## config.mk

```make
export PLATFORM = sky130hd
export DESIGN_NAME = pcs_tx_oset_sched
export DESIGN_NICKNAME = d
export VERILOG_FILES = /design/src/rtl/pcs_tx_oset_sched.sv
export SDC_FILE = /design/constraint.sdc
export NUM_CORES = 1
export LEC_CHECK = 0
export ABC_AREA = 1
export CAP_MARGIN = 15
export CORE_MARGIN = 3
export CORE_UTILIZATION = 50
export DETAILED_ROUTE_END_ITERATION = 7
export DONT_BUFFER_PORTS = 1
export PLACE_DENSITY = 0.76
export SYNTH_ARGS = -nofsm -noshare
export SYNTH_HDL_FRONTEND = slang
export SYNTH_SLANG_ARGS = --single-unit
```

## constraint.sdc

```tcl
create_clock -name clk -period 3.4 [get_ports clk]
set_clock_uncertainty 0.15 [all_clocks]
set_input_delay 0.68 -clock clk [delete_from_list [all_inputs] [get_ports clk]]
set_output_delay 0.68 -clock clk [all_outputs]
set_load 0.01 [all_outputs]
```

## src/rtl/pcs_tx_oset_sched.sv

```systemverilog
// 1000BASE-X PCS transmit ordered-set scheduler: shares one code-group slot between /C/, /I/ and framed packets.
// Define PCS_TX_OSET_STATS_EN to add saturating packet and underrun counters.
module pcs_tx_oset_sched #(
    parameter int IDLE_MIN = 1,
    parameter int CNT_W    = 16
) (
    input  logic             clk,
    input  logic             rst,
    input  logic [1:0]       xmit,
    input  logic [15:0]      cfg_reg,
    input  logic             rd_pos,
    input  logic             tx_valid,
    input  logic [7:0]       tx_data,
    input  logic             tx_last,
    input  logic             tx_err,
    output logic             tx_ready,
    output logic [7:0]       tx_octet,
    output logic             tx_is_k,
    output logic             tx_even
`ifdef PCS_TX_OSET_STATS_EN
    ,
    output logic [CNT_W-1:0] stat_pkt_cnt,
    output logic [CNT_W-1:0] stat_underrun_cnt
`endif
);

    // state    | meaning
    // BOUNDARY | next slot is even; pick /C/, /I/ or /S/ from xmit
    // IDLE2    | second octet of /I/ (I1 or I2 from rd_pos)
    // CFG1..3  | remaining octets of /C1/ or /C2/
    // DATA     | packet octets flowing, tx_ready high
    // DRAIN    | after underrun: swallow octets, send /V/ until tx_last
    // END_T    | send /T/
    // END_R    | send /R/; a second /R/ follows if this one is even
    // END_R2   | the extra /R/ that restores even alignment
    typedef enum logic [3:0] {
        ST_BOUNDARY,
        ST_IDLE2,
        ST_CFG1,
        ST_CFG2,
        ST_CFG3,
        ST_DATA,
        ST_DRAIN,
        ST_END_T,
        ST_END_R,
        ST_END_R2
    } state_t;

    localparam logic [1:0] XM_CONFIG = 2'b01;
    localparam logic [1:0] XM_DATA   = 2'b10;

    localparam logic [7:0] K28_5 = 8'hBC;
    localparam logic [7:0] K_S   = 8'hFB;
    localparam logic [7:0] K_T   = 8'hFD;
    localparam logic [7:0] K_R   = 8'hF7;
    localparam logic [7:0] K_V   = 8'hFE;
    localparam logic [7:0] D_C1  = 8'hB5;
    localparam logic [7:0] D_C2  = 8'h42;
    localparam logic [7:0] D_I1  = 8'hC5;
    localparam logic [7:0] D_I2  = 8'h50;

    localparam logic [3:0] IDLE_MIN_C = 4'(IDLE_MIN);

    state_t      state, state_nxt;
    logic [7:0]  octet_nxt;
    logic        k_nxt;
    logic [3:0]  idle_cnt, idle_cnt_nxt;
    logic [15:0] cfg_q, cfg_q_nxt;
    logic        cfg_c2, cfg_c2_nxt;

    // DRAIN keeps accepting so the MAC can flush the rest of the broken packet.
    assign tx_ready = (state == ST_DATA) || (state == ST_DRAIN);

    always_ff @(posedge clk) begin
        if (rst) begin
            state    <= ST_BOUNDARY;
            tx_octet <= 8'h00;
            tx_is_k  <= 1'b0;
            tx_even  <= 1'b0;
            idle_cnt <= 4'd0;
            cfg_q    <= 16'h0000;
            cfg_c2   <= 1'b0;
        end else begin
            state    <= state_nxt;
            tx_octet <= octet_nxt;
            tx_is_k  <= k_nxt;
            tx_even  <= ~tx_even;
            idle_cnt <= idle_cnt_nxt;
            cfg_q    <= cfg_q_nxt;
            cfg_c2   <= cfg_c2_nxt;
        end
    end

    always_comb begin
        state_nxt    = state;
        octet_nxt    = 8'h00;
        k_nxt        = 1'b0;
        idle_cnt_nxt = idle_cnt;
        cfg_q_nxt    = cfg_q;
        cfg_c2_nxt   = cfg_c2;
        case (state)
            ST_BOUNDARY: begin
                if (xmit == XM_CONFIG) begin
                    octet_nxt = K28_5;
                    k_nxt     = 1'b1;
                    cfg_q_nxt = cfg_reg;
                    state_nxt = ST_CFG1;
                end else if (xmit == XM_DATA && tx_valid && idle_cnt >= IDLE_MIN_C) begin
                    octet_nxt  = K_S;
                    k_nxt      = 1'b1;
                    cfg_c2_nxt = 1'b0;
                    state_nxt  = ST_DATA;
                end else begin
                    octet_nxt  = K28_5;
                    k_nxt      = 1'b1;
                    cfg_c2_nxt = 1'b0;
                    state_nxt  = ST_IDLE2;
                end
            end
            ST_IDLE2: begin
                octet_nxt = rd_pos ? D_I1 : D_I2;
                if (idle_cnt != 4'hF) idle_cnt_nxt = idle_cnt + 4'd1;
                state_nxt = ST_BOUNDARY;
            end
            ST_CFG1: begin
                octet_nxt = cfg_c2 ? D_C2 : D_C1;
                state_nxt = ST_CFG2;
            end
            ST_CFG2: begin
                octet_nxt = cfg_q[7:0];
                state_nxt = ST_CFG3;
            end
            ST_CFG3: begin
                octet_nxt  = cfg_q[15:8];
                cfg_c2_nxt = ~cfg_c2;
                state_nxt  = ST_BOUNDARY;
            end
            ST_DATA: begin
                if (tx_valid) begin
                    octet_nxt = tx_err ? K_V : tx_data;
                    k_nxt     = tx_err;
                    if (tx_last) state_nxt = ST_END_T;
                end else begin
                    octet_nxt = K_V;
                    k_nxt     = 1'b1;
                    state_nxt = ST_DRAIN;
                end
            end
            ST_DRAIN: begin
                octet_nxt = K_V;
                k_nxt     = 1'b1;
                if (tx_valid && tx_last) state_nxt = ST_END_T;
            end
            ST_END_T: begin
                octet_nxt    = K_T;
                k_nxt        = 1'b1;
                idle_cnt_nxt = 4'd0;
                state_nxt    = ST_END_R;
            end
            ST_END_R: begin
                octet_nxt = K_R;
                k_nxt     = 1'b1;
                // ~tx_even: the /R/ being launched now lands in an even slot
                state_nxt = (~tx_even) ? ST_END_R2 : ST_BOUNDARY;
            end
            ST_END_R2: begin
                octet_nxt = K_R;
                k_nxt     = 1'b1;
                state_nxt = ST_BOUNDARY;
            end
            default: state_nxt = ST_BOUNDARY;
        endcase
    end

`ifdef PCS_TX_OSET_STATS_EN
    logic pkt_inc, urun_inc;
    assign pkt_inc  = (state == ST_END_T);
    assign urun_inc = (state == ST_DATA) && !tx_valid;

    always_ff @(posedge clk) begin
        if (rst) begin
            stat_pkt_cnt      <= '0;
            stat_underrun_cnt <= '0;
        end else begin
            if (pkt_inc && stat_pkt_cnt != '1)
                stat_pkt_cnt <= stat_pkt_cnt + CNT_W'(1);
            if (urun_inc && stat_underrun_cnt != '1)
                stat_underrun_cnt <= stat_underrun_cnt + CNT_W'(1);
        end
    end
`endif

endmodule

```

# Word-level counts from Yosys, hierarchy flattened
# Cells that the tools add are included.
[word_totals] regBits=35
[op_classes] add_sub_neg=1 magnitude_cmp=1 eq_ne=16 n_mux=20 bitwise=2 reduce_logical=13
[ops] cell="8-bit case mux with 9 select lines" n=1
[ops] cell="8-bit two-way mux" n=4
[ops] cell="4-bit case mux with 7 select lines" n=1
[ops] cell="4-bit two-way mux" n=5
[ops] cell="4-bit by 3-bit equality test with 1-bit output, second input constant" n=4
[ops] cell="7-bit two-way mux" n=2
[ops] cell="4-bit by 2-bit equality test with 1-bit output, second input constant" n=2
[ops] cell="4-bit equality test, second input constant" n=2
[ops] cell="4-bit case mux with 2 select lines" n=1
[ops] cell="2-bit AND reduction" n=4
[ops] cell="3-bit two-way mux" n=2
[ops] cell="5-bit OR reduction" n=1
[ops] cell="4-bit by 1-bit adder with 4-bit output, second input constant" n=1
[ops] cell="4-bit by 1-bit equality test with 1-bit output, second input constant" n=1
[ops] cell="4-bit by 1-bit greater-or-equal comparator with 1-bit output, second input constant" n=1
[ops] cell="4-bit zero test" n=1
[ops] cell="2-bit != test, second input constant" n=2
[ops] cell="4-bit != test, second input constant" n=1
[ops] cell="1-bit case mux with 2 select lines" n=2
[ops] cell="2-bit nonzero test" n=2
[ops] cell="1-bit logical AND" n=3
[ops] cell="3-bit != test, second input constant" n=1
[ops] cell="2-bit by 1-bit equality test with 1-bit output, second input constant" n=1
[ops] cell="2-bit equality test, second input constant" n=1
[ops] cell="other kinds (5)" n=7

# Logic depth before layout (Yosys ltp)
[depth] ltp_word=6 ltp_mapped=9 ltp_nobuf=9

# Worst setup path after synthesis
# No wires, ideal clock.
[synth_timing] kind="reg-to-output" from="register state[2]" to="output tx_ready" arrival_time_ps=852 required_time_ps=2570 setup_slack_ps=1718 path_stages_with_launch=5 n_path_buf=0 cell_sequence="dfxtp_1 inv_2 nor2_4 nand2_2 nand2_4"
[synth_via] elab_chain_cells=2 word_cells_on_any_way=3
[synth_rtl] element="start: declaration" line_no="64" source="state_t state, state_nxt;"
[synth_rtl] element="start signal: assignment" line_no="84" source="state <= state_nxt;"
[synth_rtl] element="4-bit by 3-bit equality test with 1-bit output" line_no="72" source="assign tx_ready = (state == ST_DATA) || (state == ST_DRAIN);"
[synth_rtl] element="1-bit logical OR (*)" line_no="72"
[synth_rtl] element="end: declaration" line_no="16" source="output logic tx_ready,"
# Every way passes the cells marked *; elsewhere a longest branch is shown, timed or not.

# Worst setup path in the final report
# Ends and elaborated chain as after synthesis.

==> qor.yml <==
route:
  drc: 0
  first_pass_iters: 4
  wl_per_cell_um: 12.1
  vias: 1606
  ant_nets: 0
  wirelength_um: 3810
  drtIter0Drc: 158
  avgViaCountPerCell: 5.10
place:
  dp_hpwl_um: 3000
  place_ws_ns: 1.65
  globalplace.congestion: 0.988
  port_buffers: 0
  place_area_um2: 1840
yosys:
  seq_area_frac_synth_pct: 38.6
  yosys_most_used_dff: "dfxtp_1"
  synth_fp_nets: 300
  yosys_warnings: 0
  synth_area_per_cell_um2: 6.85
  synth_seq_cells: 35
  synth_top_area_share_pct: 38.6
  synthCells: 265
  synth.area.top_cells: "dfxtp_1, nor2_1, nand2_1, inv_1, nand3_1"
  syn_area_um2: 1810
  synth_enable_flop_cells: 0
  synthArstFlopShare_pct: 0
  synth.largest_area_cell: "dfxtp_1"
  synth_cell_types: 28
global_route:
  grt_overflow_total: 0
  antenna_found_initial: 0
  grt_pass1_vias: 1340
  grt_use_total_pct: 18.5
  grt_first_pass_wirelength_um: 6110
  grt_max_degree: 20
sta:
  grt_setup_unrepaired: "false"
  tightest_slew_ns: 0.435
  finalHoldViolations: 0
  holdWs_ns: 0.242
  setup_ws_ns: 1.30
  period_share_pct: 61.9
  relSlewSlack_pct: 71.0
  tns_ns: 0
  period_minus_slack_ns: 2.10
  slew_violations: 0
  setup_viol: 0
  fmax_ghz: 0.475
clock_network:
  cts-root-buf: "clkbuf_4"
  ctsHtreeMaxLevel: 2
  ctsResizeCount: 0
  clock_latency_ns: 0.33
  cts_made_buffers: 5
  clkTransAtPathRegs_ns: 0.12
  tritoncts: "yes"
  clock_path_buffers: 2
  cts.sinks: 35
  cts_setup_buffers: 0
  cts_hold_buf: 0
die:
  design.die.area_um2: 4390
  pin_count: 43
  die_w_um: 66.2
  start_util_pct: 53.1
  fp-row-count: 21
  die_h_um: 66.2
  core_area_um2: 3420
worst_setup_path:
  cpPeakStageDelay_ns: 0.43
  r2r-start: "state[1]"
  crit_type: "reg -> out"
  crit_chain: "inv_2 -> nor2_4 -> nand2_2 -> nand2_4"
  crit_arrival_ns: 1.27
  cp_slowest_cell: "dfxtp_1"
  critPathRequiredTime_ns: 2.57
  startpoint_type: "flip-flop"
  critPathLaunch: "state[2]"
  cp-end-kind: "output pin"
  path_max_fanout: 4
job:
  drv_cap: 0
layout:
  syn2layout_area_growth_pct: 5.79
  stdcell_area_um2: 1920
  layout_commonest_cell: "nor2_1"
  nNetsFinal: 303
  final_util_pct: 56.2
  drive_gt1_share_pct: 11.9
  antenna_cells: 0
  layout_common_cells: "nor2_1, nand2_1, dfxtp_1, inv_1, nand3_1"
outcome:
  status: "finished clean"
pwr:
  vdd_ir_drop_max_uv: 293
  power_density_nw_per_um2: 527
  p_leak_nw: 0.910
min_path:
  holdCritPathClass: "in -> reg"
  min_from: "rst"
logic make-up (layout without fill, tap and decap cells):
| kind of cell | after synthesis | count (layout) | synth area share [%] |
|---|---|---|---|
| AND/OR/NAND/NOR | 161 | 161 | 40.8 |
| AO/OA/AOI/OAI | 35 | 35 | 10.3 |
| flip-flops | 35 | 35 | 38.6 |
| buffers and inverters | 30 | 34 | 7.66 |
| adder cells (fa/ha/maj) | 3 | 3 | 2.07 |
| XOR/XNOR | 1 | 1 | 0.483 |
where the power goes:
group	leakage, nW	internal (mW)	total [mW]	switching (mW)
Combinational	0.577	0.0741	0.216	0.142
Clock	0.0452	0.155	0.297	0.142
Sequential	0.288	0.460	0.499	0.0397
Total	0.910	0.688	1.01	0.323
sequential cells by signal, indices dropped and copies added (netlist names):
name and flops:
cfg_q 16, tx_octet 8, idle_cnt 4, state 4, cfg_c2 1, tx_even 1, tx_is_k 1
Yosys cell counts, types with 2 or more instances:
cell type  instances
inv_2              2
nor3_1             2
a211oi_1           3
a21oi_1            7
inv_1             22
nor2_2             3
o21ai_1            9
nand3_1           15
ha_1               3
nand2_1           57
o21ai_0           14
clkbuf_1           2
nand2_4            3
nand4_1            3
nor2_1            63
dfxtp_1           35
nor2_4             5
nand2_2            7
worst paths after layout:
check	endpoint	slack, ns	cells past startpoint
worst max-delay path	tx_ready	1.30	4
worst max register to register	state[1]	1.87	8
worst min-delay path	tx_octet[1]	0.24	1
worst min register to register	cfg_q[8]	0.34	2
cell type report:
class                           count  area (um2)
Multi-Input combinational cell    200         975
Tap cell                           46        57.6
Sequential cell                    35         701
Fill cell                         334        1500
Clock buffer                        5        37.5
Inverter                           26         105
Clock inverter                      3        43.8
layer usage:
metal | global-route usage (%) | vias to the layer above | share of wire, %
li1 | - | 848 | -
met1 | 25.8 | 702 | 46
met2 | 26.8 | 50 | 45
met3 | 4.76 | 6 | 7.8
met4 | 7.36 | 0 | 1.5
met5 | 0 | - | 0
worst max-delay path, delay by kind of cell, from the launching register on:
family / cells / cell delay, ns
flip-flops: 1 / 0.43
buffers and inverters: 1 / 0.09
AND/OR/NAND/NOR: 3 / 0.43
through the flow:
stage	instances	power, mW
after floorplan	265	0.689
after global placement	307	0.723
after detailed placement	307	0.726
after CTS	315	1.02
after global routing	315	1.08
final	315	1.01
No activity file was read; power rests on OpenSTA's default activity.
